File: config.mk
export PLATFORM = sky130hd
export DESIGN_NAME = decode_stage_param
export DESIGN_NICKNAME = d
export VERILOG_FILES = /design/src/rtl/decode_stage_param.sv
export SDC_FILE = /design/constraint.sdc
export NUM_CORES = 1
export LEC_CHECK = 0
export BUFFER_PORTS_ARGS = -buffer_cell sky130_fd_sc_hd__buf_4
export CORE_MARGIN = 1.5
export CORE_UTILIZATION = 35
export CTS_CLUSTER_SIZE = 10
export DETAILED_ROUTE_END_ITERATION = 7
export GPL_TIMING_DRIVEN = 0
export HOLD_SLACK_MARGIN = 0.15
export PLACE_DENSITY = 0.59
export SLEW_MARGIN = 40
export SYNTH_ARGS = -nofsm -noshare
export SYNTH_HDL_FRONTEND = slang
export SYNTH_SLANG_ARGS = --single-unit
File: constraint.sdc
create_clock -name clk -period 4.7 [get_ports clk]
set_input_delay 0.705 -clock clk [delete_from_list [all_inputs] [get_ports clk]]
set_output_delay 0.705 -clock clk [all_outputs]
set_load 0.01 [all_outputs]
File: src/rtl/decode_stage_param.sv
// Parametrised instruction decode stage: field decode, register file with
// writeback bypass, load-use interlock and a registered ID/EX slot with
// valid/ready handshaking and flush.
module decode_stage_param #(
  parameter  int unsigned XLEN     = 32,
  parameter  int unsigned NREGS    = 16,
  parameter  int unsigned IMM_BITS = 14,
  parameter  int unsigned BR_BITS  = 26,
  localparam int unsigned REG_BITS = $clog2(NREGS)
) (
  input  logic                clk,
  input  logic                rst,
  input  logic                in_valid,
  output logic                in_ready,
  input  logic [31:0]         inst,
  input  logic                flush,
  input  logic                WE,
  input  logic [REG_BITS-1:0] Rd,
  input  logic [XLEN-1:0]     WD,
  output logic                out_valid,
  input  logic                out_ready,
  output logic [4:0]          out_ctrl,
  output logic [3:0]          out_opcode,
  output logic [REG_BITS-1:0] out_ra,
  output logic [REG_BITS-1:0] out_rb,
  output logic [REG_BITS-1:0] out_rd,
  output logic [XLEN-1:0]     out_rd1,
  output logic [XLEN-1:0]     out_rd2,
  output logic [XLEN-1:0]     out_imm
);

  localparam int unsigned RD_LSB = 26 - REG_BITS;
  localparam int unsigned RA_LSB = 26 - 2 * REG_BITS;
  localparam int unsigned RB_LSB = 26 - 3 * REG_BITS;

  localparam logic [1:0] TYPE_ALU_REG = 2'b00;
  localparam logic [1:0] TYPE_ALU_IMM = 2'b01;
  localparam logic [1:0] TYPE_MEM     = 2'b10;
  localparam logic [1:0] TYPE_BRANCH  = 2'b11;

  // ctrl = {is_branch, uses_imm, is_mem, mem_load, reg_write}
  localparam logic [4:0] CTRL_ALU_REG = 5'b00001;
  localparam logic [4:0] CTRL_ALU_IMM = 5'b01001;
  localparam logic [4:0] CTRL_LOAD    = 5'b00111;
  localparam logic [4:0] CTRL_STORE   = 5'b00100;
  localparam logic [4:0] CTRL_BRANCH  = 5'b10000;

  // Register file storage
  logic [XLEN-1:0] rf_q [NREGS];

  // Decoded fields of the incoming instruction
  logic [1:0]          type_c;
  logic [3:0]          opcode_c;
  logic [REG_BITS-1:0] rd_c;
  logic [REG_BITS-1:0] ra_c;
  logic [REG_BITS-1:0] rb_c;
  logic [XLEN-1:0]     imm_ext_c;
  logic [XLEN-1:0]     br_ext_c;
  logic [XLEN-1:0]     imm_c;
  logic [4:0]          ctrl_c;
  logic [XLEN-1:0]     rd1_c;
  logic [XLEN-1:0]     rd2_c;
  logic                uses_ra_c;
  logic                uses_rb_c;
  logic                hazard_c;
  logic                slot_free_c;
  logic                accept_c;

  // ID/EX slot
  logic                valid_q,  valid_d;
  logic [4:0]          ctrl_q,   ctrl_d;
  logic [3:0]          opcode_q, opcode_d;
  logic [REG_BITS-1:0] ra_q,     ra_d;
  logic [REG_BITS-1:0] rb_q,     rb_d;
  logic [REG_BITS-1:0] rd_q,     rd_d;
  logic [XLEN-1:0]     rd1_q,    rd1_d;
  logic [XLEN-1:0]     rd2_q,    rd2_d;
  logic [XLEN-1:0]     imm_q,    imm_d;

  assign type_c    = inst[31:30];
  assign opcode_c  = inst[29:26];
  assign rd_c      = inst[RD_LSB +: REG_BITS];
  assign ra_c      = inst[RA_LSB +: REG_BITS];
  assign rb_c      = inst[RB_LSB +: REG_BITS];
  assign imm_ext_c = {{(XLEN - IMM_BITS){inst[IMM_BITS-1]}}, inst[IMM_BITS-1:0]};
  assign br_ext_c  = {{(XLEN - BR_BITS){inst[BR_BITS-1]}}, inst[BR_BITS-1:0]};
  assign imm_c     = (type_c == TYPE_BRANCH) ? br_ext_c : imm_ext_c;

  // Control word and operand-usage flags per instruction type
  always_comb begin
    ctrl_c    = 5'b00000;
    uses_ra_c = 1'b1;
    uses_rb_c = 1'b1;
    case (type_c)
      TYPE_ALU_REG: ctrl_c = CTRL_ALU_REG;
      TYPE_ALU_IMM: begin
        ctrl_c    = CTRL_ALU_IMM;
        uses_rb_c = 1'b0;
      end
      TYPE_MEM:     ctrl_c = opcode_c[0] ? CTRL_STORE : CTRL_LOAD;
      TYPE_BRANCH: begin
        ctrl_c    = CTRL_BRANCH;
        uses_ra_c = 1'b0;
        uses_rb_c = 1'b0;
      end
      default:      ctrl_c = 5'b00000;
    endcase
    // The all-zero word is a NOP with no control effects
    if (inst == 32'h0000_0000) begin
      ctrl_c = 5'b00000;
    end
  end

  // Operand read with same-cycle writeback bypass; register 0 is hardwired zero
  always_comb begin
    rd1_c = rf_q[ra_c];
    rd2_c = rf_q[rb_c];
    if (ra_c == '0) begin
      rd1_c = '0;
    end else if (WE && (Rd == ra_c)) begin
      rd1_c = WD;
    end
    if (rb_c == '0) begin
      rd2_c = '0;
    end else if (WE && (Rd == rb_c)) begin
      rd2_c = WD;
    end
  end

  // Load-use interlock and handshake
  always_comb begin
    hazard_c = in_valid && valid_q && ctrl_q[1] && (rd_q != '0) &&
               ((uses_ra_c && (ra_c == rd_q)) || (uses_rb_c && (rb_c == rd_q)));
    slot_free_c = !valid_q || out_ready;
    in_ready    = slot_free_c && !hazard_c && !flush;
    accept_c    = in_valid && in_ready;
  end

  // Next slot contents: flush clears, stall holds, otherwise load or bubble
  always_comb begin
    valid_d  = valid_q;
    ctrl_d   = ctrl_q;
    opcode_d = opcode_q;
    ra_d     = ra_q;
    rb_d     = rb_q;
    rd_d     = rd_q;
    rd1_d    = rd1_q;
    rd2_d    = rd2_q;
    imm_d    = imm_q;
    if (flush || (slot_free_c && !accept_c)) begin
      valid_d  = 1'b0;
      ctrl_d   = '0;
      opcode_d = '0;
      ra_d     = '0;
      rb_d     = '0;
      rd_d     = '0;
      rd1_d    = '0;
      rd2_d    = '0;
      imm_d    = '0;
    end else if (accept_c) begin
      valid_d  = 1'b1;
      ctrl_d   = ctrl_c;
      opcode_d = opcode_c;
      ra_d     = ra_c;
      rb_d     = rb_c;
      rd_d     = rd_c;
      rd1_d    = rd1_c;
      rd2_d    = rd2_c;
      imm_d    = imm_c;
    end
  end

  // ID/EX slot register
  always_ff @(posedge clk or negedge rst) begin
    if (!rst) begin
      valid_q  <= 1'b0;
      ctrl_q   <= '0;
      opcode_q <= '0;
      ra_q     <= '0;
      rb_q     <= '0;
      rd_q     <= '0;
      rd1_q    <= '0;
      rd2_q    <= '0;
      imm_q    <= '0;
    end else begin
      valid_q  <= valid_d;
      ctrl_q   <= ctrl_d;
      opcode_q <= opcode_d;
      ra_q     <= ra_d;
      rb_q     <= rb_d;
      rd_q     <= rd_d;
      rd1_q    <= rd1_d;
      rd2_q    <= rd2_d;
      imm_q    <= imm_d;
    end
  end

  // Register file write port; writes proceed through stall and flush
  always_ff @(posedge clk or negedge rst) begin
    if (!rst) begin
      for (int unsigned i = 0; i < NREGS; i++) begin
        rf_q[i] <= '0;
      end
    end else if (WE && (Rd != '0)) begin
      rf_q[Rd] <= WD;
    end
  end

  assign out_valid  = valid_q;
  assign out_ctrl   = ctrl_q;
  assign out_opcode = opcode_q;
  assign out_ra     = ra_q;
  assign out_rb     = rb_q;
  assign out_rd     = rd_q;
  assign out_rd1    = rd1_q;
  assign out_rd2    = rd2_q;
  assign out_imm    = imm_q;

endmodule

### Word-level counts from Yosys, hierarchy flattened

Index checks and enable logic that the tools add are counted.

| word-level totals | value |
|---|---|
| register bits after elaboration | 630 |
| latch bits | 0 |
| memory bits (writable) | 0 |
| bits in read-only memories | 0 |
| output and inout port bits | 119 |
| word-level logic and storage cells | 105 |
| memories kept | 0 |

| operators by class | value |
|---|---|
| add/subtract/negate cells | 0 |
| $mul | 0 |
| divide/modulo/power cells | 0 |
| order comparisons | 4 |
| equality and inequality tests | 7 |
| shifts and indexed selects | 0 |
| mux-type cells | 37 |
| bitwise operators | 3 |
| reductions and logical operators | 29 |

Operator list:

| operator | count |
|---|---|
| $bwmux W512 | 1 |
| $mux W32 | 16 |
| $bmux W32 S4 | 2 |
| $demux W32 S4 | 1 |
| $logic_not A32 Y1 | 1 |
| $mux W4 | 8 |
| $pmux W5 S4 | 1 |
| $eq A4 B4 Y1 | 4 |
| $ge A5 B5 Y1 const B | 3 |
| $mux W5 | 3 |
| $not A4 Y5 | 3 |
| $logic_and A1 B1 Y1 | 14 |
| $logic_not A4 Y1 | 2 |
| $reduce_bool A4 Y1 | 2 |
| $lt A5 B1 Y1 const B | 1 |
| $eq A2 B2 Y1 const B | 2 |
| $logic_not A1 Y1 | 4 |
| $mux W1 | 4 |
| $logic_or A1 B1 Y1 | 3 |
| $eq A2 B1 Y1 const B | 1 |
| $logic_not A2 Y1 | 1 |
| $mux W2 | 1 |
| $reduce_bool A2 Y1 | 1 |
| $reduce_or A2 Y1 | 1 |

### Longest topological paths before layout

Gate-level depths: netlist (run 1).

| logic depth | value |
|---|---|
| depth in word-level cells | 14 |
| depth in mapped cells | 10 |

### Least setup slack after synthesis (run 1)

OpenSTA, ideal clock, no wires.

| path | value |
|---|---|
| path type | in2reg |
| start point | input inst[19] |
| end point | register rd1_q[10] (netlist: out_rd1[10]) |
| setup time | 0.126 ns |
| data arrival time | 2.636 ns |
| data required time | 4.574 ns |
| path slack | 1.939 ns |
| stages | 7 |
| buffers on the path | 3 |
| path through | clkbuf_1 > buf_2 > clkbuf_1 > mux4_2 > mux4_2 > nor2b_1 > a221o_1 |

| between the ends | value |
|---|---|
| longest elaborated chain between the ends | 12 |
| elaborated cells on any way between the ends | 23 |
| classes of those cells | 2 x eq/ne; 7 x mux; 1 x bitwise; 13 x reduce/logical |

RTL lines:

| what | RTL line | source |
|---|---|---|
| start: declaration | 15 | `input logic [31:0] inst,` |
| branches (longest 12 deep; another with $bmux W32 S4) | -- |  |
| end signal: assignment | 192 | `rd1_q <= rd1_d;` |
| end: declaration | 76 | `logic [XLEN-1:0] rd1_q, rd1_d;` |

Several ways; the timed one is not identified. The select of a mux whose other input is x is not followed.
A chain may end at the register's enable or synchronous reset.

### Worst setup path in the final report (run 1)

Ends and elaborated chain as after synthesis.

==> summary.md, run 1 <==
| Metric | Value |
|---|---|
| Status | `finished, final reports clean` |
| Avg Cell Area, Syn | `14.77 um^2` |
| Crit-path max cell delay | `0.71 ns` |
| First-pass DRT Iterations | `6` |
| Post-DP HPWL | `72510 um` |
| Hold_ws | `0.3312 ns` |
| Cell with the most instances after synthesis | `dfrtp_1` |
| RSZ-0062 raised after global routing | `false` |
| Post-synth top cells | `dfrtp_1, mux2_2, mux4_2` |
| Antenna-violating nets left | `0` |
| DRC | `0` |
| Post-synthesis sequential area ratio | `0.4955` |
| YS warnings | `0` |
| Area contributors post-synth | `dfrtp_1, mux4_2, mux2_2, clkbuf_1, mux2_1` |
| Share of layout cells above drive strength 1 | `0.4614` |
| WS Path Type | `input pin to flip-flop` |
| Net Sw Power | `4.361 mW` |
| Synth cell types | `41` |
| Area growth, synth to finish | `16.85%` |
| Starting Density | `0.3549` |
| Final wirelength | `104500 um` |
| GRT overflow | `0` |
| Worst slew pin tran | `0.9557 ns` |
| Vias in the first global route | `22800` |
| Post-synth EDFFs | `0` |
| Logic pwr share | `0.211` |
| First-pass GRT wire length | `154200 um` |
| Internal power | `11.43 mW` |
| Latest clock arrival within the worst-skew pair | `0.62 ns` |
| Clk root buf | `clkbuf_16` |
| Synth Instances | `2133` |
| WL/cell | `29.00 um` |
| Initial DRC Count | `1797` |
| Routed vias | `21180` |
| Clock Skews | `0.02014 ns` |
| Reg2reg setup slack | `1.64 ns` |
| # rows | `109` |
| Chip width | `303.1 um` |
| Design Area, Final | `36820 um^2` |
| Slew Limit Fails | `0` |
| Area share of the largest cell type after synthesis | `0.4955` |
| Leak | `15.45 nW` |
| Initial antenna violation count | `2` |
| Crit path top cell by count | `clkbuf_1` |
| Nets@finish | `2479` |
| Setup crit start kind | `input pin` |
| Worst endpoint data arrival time | `4.21 ns` |
| Clock share of power | `0.337` |
| Post-synth net total | `2207` |
| Crit. End Element | `flip-flop` |
| Crit path to | `out_rd1[10]` |
| Final period util | `0.7912` |
| Cts hold-fix bufs | `1` |
| Slowest CP cell | `clkbuf_1` |
| CTS Sinks | `624` |
| Die ar. | `91840 um^2` |
| Top Ports | `193` |
| HP Class | `input pin to flip-flop` |
| Max-cap violations | `0` |
| Seq cells post-synth | `624` |
| CTS buffer count | `75` |
| Core Area | `88780 um^2` |
| Worst Path Max Fanout | `10` |
| Fmax | `0.2689 GHz` |
| Post-synth top area cell | `dfrtp_1` |
| Synth Cell Area | `31510 um^2` |
| Worst flop-to-flop path startpoint | `out_rd[3]` |
| Post-CTS Setup Inserts | `0` |
| Total power divided by cell area | `429.0 nW/um^2` |
| Clk pin slew, worst setup/hold paths | `0.05 ns` |
| Seq pwr share | `0.453` |
| Die Height | `303.1 um` |
| Vias/cell | `5.876` |
| Routability Congestion | `0.8749` |
| Fin util | `0.4147` |
| Placed cell areas | `34650 um^2` |
| H-tree depth | `3` |
| Final Hold Viols | `0` |
| Max IR drop VDD | `0.0002300 V` |
| Worst Setup SP | `inst[19]` |
| R2R cell count | `7` |
| Most used DFF post-synth | `dfrtp_1` |
| Tot GR Track Use | `0.2299` |
| Critical path cell sequence | `clkbuf_1 -> buf_2 -> xor2_1 -> nor3_1 -> nand3_1 -> nand4b_1 -> clkbuf_1 -> nor2b_1 -> a221o_1` |
| Max Buffers Root-to-Sink | `3` |
| Fraction of registers with async set/reset | `1.000` |
| Final setup fails | `0` |
| Maximum number of pins on one net before global-route repair | `109` |
| Worst slew margin | `0.3605` |
| Post-cts gate resize count | `0` |
| Switch share | `0.2761` |
| CTS tree | `yes` |
| Port bufs | `184` |
| Final Critical Period | `3.719 ns` |
| Fillers | `8084` |
| Worst R2R End | `out_rd1[14]` |
| CP Data Required Time | `5.19 ns` |
kinds of logic (layout without fill, tap and decap cells):
family	count (synthesis)	count (layout)	share of synthesized area
multiplexers	782	782	0.3790
buffers and inverters	247	552	0.03387
AND/OR/NAND/NOR	236	236	0.03756
AO/OA/AOI/OAI	228	228	0.04955
other	0	2	0
XOR/XNOR	16	16	0.004447
flip-flops	624	624	0.4955
per-stage QoR:
step	power, mW	worst slack [ns]	setup TNS [ns]	std cells
6_report	15.80	0.9814	0	3605
5_1_grt	16.46	0.8887	0	3604
4_1_cts	15.90	1.131	0	3603
3_5_place_dp	10.55	0.4294	0	3492
3_3_place_gp	10.29	-3.742	-2260.33	3482
2_1_floorplan	9.339	1.939	0	2133
power by group through the flow:
| stage | registers [mW] | clock network [mW] | logic, mW |
|---|---|---|---|
| after CTS | 7.12 | 5.43 | 3.35 |
| after detailed placement | 7.21 | 0 | 3.33 |
| after global placement | 7.08 | 0 | 3.21 |
| after global routing | 7.27 | 5.64 | 3.54 |
| final | 7.15 | 5.32 | 3.33 |
| after floorplan | 6.98 | 0 | 2.36 |
routing by layer:
layer / global-route usage / wire, um
met1: 0.3008 / 42550
met2: 0.3680 / 49820
met3: 0.05678 / 8386
met4: 0.08837 / 3728
met5: 0.003623 / 48
sequential cells by signal (all words and copies together), names as in the netlist:
name,cells
out_ra,4
out_valid,1
out_imm,26
out_rd,4
out_rd1,32
rf_q,512
out_rb,4
out_opcode,4
out_rd2,32
out_ctrl,5
worst max-delay path, delay by kind of cell:
family                    cells  cell delay (ns)
buffers and inverters         3             1.87
xor gates and xnor gates      1             0.13
AOI/OAI and AO/OA             1             0.31
and+or+nand+nor               4             1.16
cells in the final DEF (no fill, tap or decap), types with 29 or more instances in the layout:
| cell type | instances |
|---|---|
| nor2b_1 | 42 |
| buf_2 | 45 |
| a221o_1 | 32 |
| clkbuf_2 | 51 |
| nand2_1 | 72 |
| nor3_1 | 29 |
| mux2_1 | 39 |
| dfrtp_1 | 624 |
| a21oi_1 | 77 |
| mux2_2 | 441 |
| buf_4 | 196 |
| clkbuf_16 | 76 |
| a22oi_1 | 57 |
| clkbuf_1 | 143 |
| mux4_2 | 281 |
| nor2_1 | 32 |
layout make-up:
| cell class | count | area [um^2] | area share |
|---|---|---|---|
| clock buffer | 105 | 2081 | 0.05651 |
| clock inverter | 5 | 66.31 | 0.001801 |
| multi-input combinational | 1262 | 14850 | 0.4033 |
| inverter | 1 | 3.754 | 0.0001019 |
| buffer | 246 | 1145 | 0.03109 |
| antenna | 2 | 5.005 | 0.0001359 |
| tap | 1165 | 1458 | 0.03959 |
| timing repair buffer | 195 | 1599 | 0.04343 |
| sequential | 624 | 15620 | 0.4241 |
worst min path at each step:
| stage | slack [ns] | start | cells after the start | end |
|---|---|---|---|---|
| CTS | 0.31 | inst[29] | 2 | out_opcode[3] |
| global placement | 0.45 | rf_q[503] | 1 | rf_q[503] |
| global route | 0.33 | inst[26] | 2 | out_opcode[0] |
| finish | 0.33 | inst[29] | 2 | out_opcode[3] |
| detailed placement | 0.47 | rf_q[498] | 1 | rf_q[498] |
| floorplan | 0.41 | rst | 0 | out_ctrl[0] |
(Power assumes the default switching activity.)
==> inputs of run 2 (changes only) <==
PLACE_DENSITY = 0.61   (was 0.59)
clock period = 3.1 ns   (was 4.7 ns; I/O delays follow)
==> summary.md, run 2 (same netlist as run 1, synthesis figures left out) <==
| Metric | Value |
|---|---|
| Post-DP HPWL | `72060 um (was 72510 um)` |
| Top Ports | `193 (unchanged)` |
| Status | `finished, final reports clean (unchanged)` |
| CTS buffer count | `74 (was 75)` |
| Routed vias | `21470 (was 21180)` |
| Setup crit start kind | `input pin (unchanged)` |
| Routability Congestion | `0.8618 (was 0.8749)` |
| DRC | `0 (unchanged)` |
| RSZ-0062 raised after global routing | `false (unchanged)` |
| Final Worst Setup Slack | `0.07445 ns (was 0.9814 ns)` |
| N_diodes | `0 (was 2)` |
| Clk root buf | `clkbuf_16 (unchanged)` |
| Clk pin slew, worst setup/hold paths | `0.06 ns (was 0.05 ns)` |
| Final Hold Viols | `0 (unchanged)` |
| Commonest non-fill, non-tap cell in the layout | `dfrtp_1 (unchanged)` |
| Nets@finish | `2527 (was 2479)` |
| Worst R2R End | `out_rd2[15] (was out_rd1[14])` |
| Share of layout cells above drive strength 1 | `0.4552 (was 0.4614)` |
| First-pass GRT wire length | `152900 um (was 154200 um)` |
| CTS tree | `yes (unchanged)` |
| Largest Register | `rf_q (unchanged)` |
| Worst Setup SP | `inst[15] (was inst[19])` |
| Final period util | `0.9760` |
| WS Path Type | `input pin to flip-flop (unchanged)` |
| Vias/cell | `5.894 (was 5.876)` |
| Max IR drop VDD | `0.0003121 V (was 0.0002300 V)` |
| HP Class | `input pin to flip-flop (unchanged)` |
| Final setup fails | `0 (unchanged)` |
| Total power divided by cell area | `639.7 nW/um^2 (was 429.0 nW/um^2)` |
| Slew Limit Fails | `0 (unchanged)` |
| WL/cell | `28.61 um (was 29.00 um)` |
| Reg2reg setup slack | `0.23 ns (was 1.64 ns)` |
| Maximum number of pins on one net before global-route repair | `103 (was 109)` |
| CTS Sinks | `624 (unchanged)` |
| Post-CTS Setup Inserts | `0 (unchanged)` |
| GR peak layer | `met2 (unchanged)` |
| Worst endpoint data arrival time | `3.49 ns (was 4.21 ns)` |
| Area growth, synth to finish | `18.26% (was 16.85%)` |
| Worst Path Max Fanout | `10 (unchanged)` |
| Initial antenna violation count | `3 (was 2)` |
| H-tree depth | `3 (unchanged)` |
| Core Area | `88780 um^2 (unchanged)` |
| Die Height | `303.1 um (unchanged)` |
| Max reg flops | `512 (unchanged)` |
| Crit path to | `out_rd2[22] (was out_rd1[10])` |
| R2R cell count | `7 (unchanged)` |
| Crit. End Element | `flip-flop (unchanged)` |
| Worst slew margin | `0.4055 (was 0.3605)` |
| Worst slew pin tran | `0.8918 ns (was 0.9557 ns)` |
| Hold Crit Start | `WD[21] (was inst[29])` |
| GRT overflow | `0 (unchanged)` |
| Die ar. | `91840 um^2 (unchanged)` |
| Tot GR Track Use | `0.2281 (was 0.2299)` |
| Final wirelength | `104200 um (was 104500 um)` |
| Chip width | `303.1 um (unchanged)` |
| Antenna-violating nets left | `0 (unchanged)` |
| GR Util met1 | `0.2968 (was 0.3008)` |
| Fmax | `0.3305 GHz` |
| Clock Skews | `0.02561 ns (was 0.02014 ns)` |
| Leak | `15.65 nW (was 15.45 nW)` |
| # rows | `109 (unchanged)` |
| Worst flop-to-flop path startpoint | `out_rd[0] (was out_rd[3])` |
| Starting Density | `0.3549 (unchanged)` |
| Vias in the first global route | `22800 (about the same)` |
| GR Util met3 | `0.05206 (was 0.05678)` |
| Port bufs | `184 (unchanged)` |
| Most frequent cells in the layout | `dfrtp_1, mux2_2, mux4_2, buf_4, clkbuf_1 (unchanged)` |
| Placed cell areas | `34620 um^2 (was 34650 um^2)` |
| Max Buffers Root-to-Sink | `3 (unchanged)` |
| Initial DRC Count | `1961 (was 1797)` |
| Latest clock arrival within the worst-skew pair | `0.63 ns (was 0.62 ns)` |
| First-pass DRT Iterations | `7 (was 6)` |
| Design Area, Final | `37260 um^2 (was 36820 um^2)` |
| Met2 GRT Util | `0.3748 (was 0.3680)` |
| Max-cap violations | `0 (unchanged)` |
| CP Data Required Time | `3.56 ns (was 5.19 ns)` |
| Worst slack, placed | `-0.8071 ns (was 0.4294 ns)` |
| Final Critical Period | `3.026 ns` |
[run 2: power by group]
group          leakage (nW)  total [mW]  internal (mW)  switching (mW)
Clock                  1.02        7.91           4.51            3.40
Sequential             7.87        10.8           9.71            1.13
Combinational          6.76        5.09           3.04            2.05
[run 2: layer usage]
layer	up-vias	wire length, um
met5	-	9
met4	2	3304
met3	201	8852
met2	957	50450
met1	11560	41630
li1	8757	-
[run 2: cell type report]
type                    instances  area (um^2)
clock buffers                  95         2013
fillers                      8004        51520
repair buffers                244         2095
multi-input cells            1262        14860
plain buffers                 246         1152
flip-flops and latches        624        15620
well taps                    1165         1458
clock inverters                 6        71.32
inverters                       1        3.754
[run 2: worst min path at each step]
stage               slack, ns     endpoint  depth (start not counted)
floorplan                0.17  out_ctrl[0]                          0
global placement         0.45    rf_q[503]                          1
detailed placement       0.37  out_rd1[23]                          1
CTS                      0.15  out_rd1[31]                          2
global route             0.18     rf_q[53]                          2
finish                   0.18    rf_q[149]                          2
[run 2: worst max-delay path, stage by stage]
cell and delay [ns]:
buf_4 0.09, buf_2 0.42, buf_1 0.63, buf_1 0.70
mux4_2 0.43, a22oi_1 0.19, a21oi_1 0.11, a21oi_1 0.34
o21ai_1 0.10
[run 2: what timing repair did]
item | 4_1_cts | 5_1_grt
hold buffers | 52 | 0
endpoints found under the setup margin | 23 | 31
pin swaps | 0 | 1
endpoints found under the hold margin | 231 | 0
gates resized for setup | 4 | 5
[run 2: metrics by stage]
step	TNS, ns	utilization	instances	power (mW)	hold slack (ns)
after floorplan	0	-	2133	14.16	0.1694
after global placement	-3178.08	0.3869	3482	15.56	0.4530
after detailed placement	-30.13	0.3900	3489	15.97	0.3723
after CTS	0	0.4194	3642	23.93	0.1505
after global routing	0	0.4197	3643	24.80	0.1820
final	0	0.4197	3643	23.84	0.1806
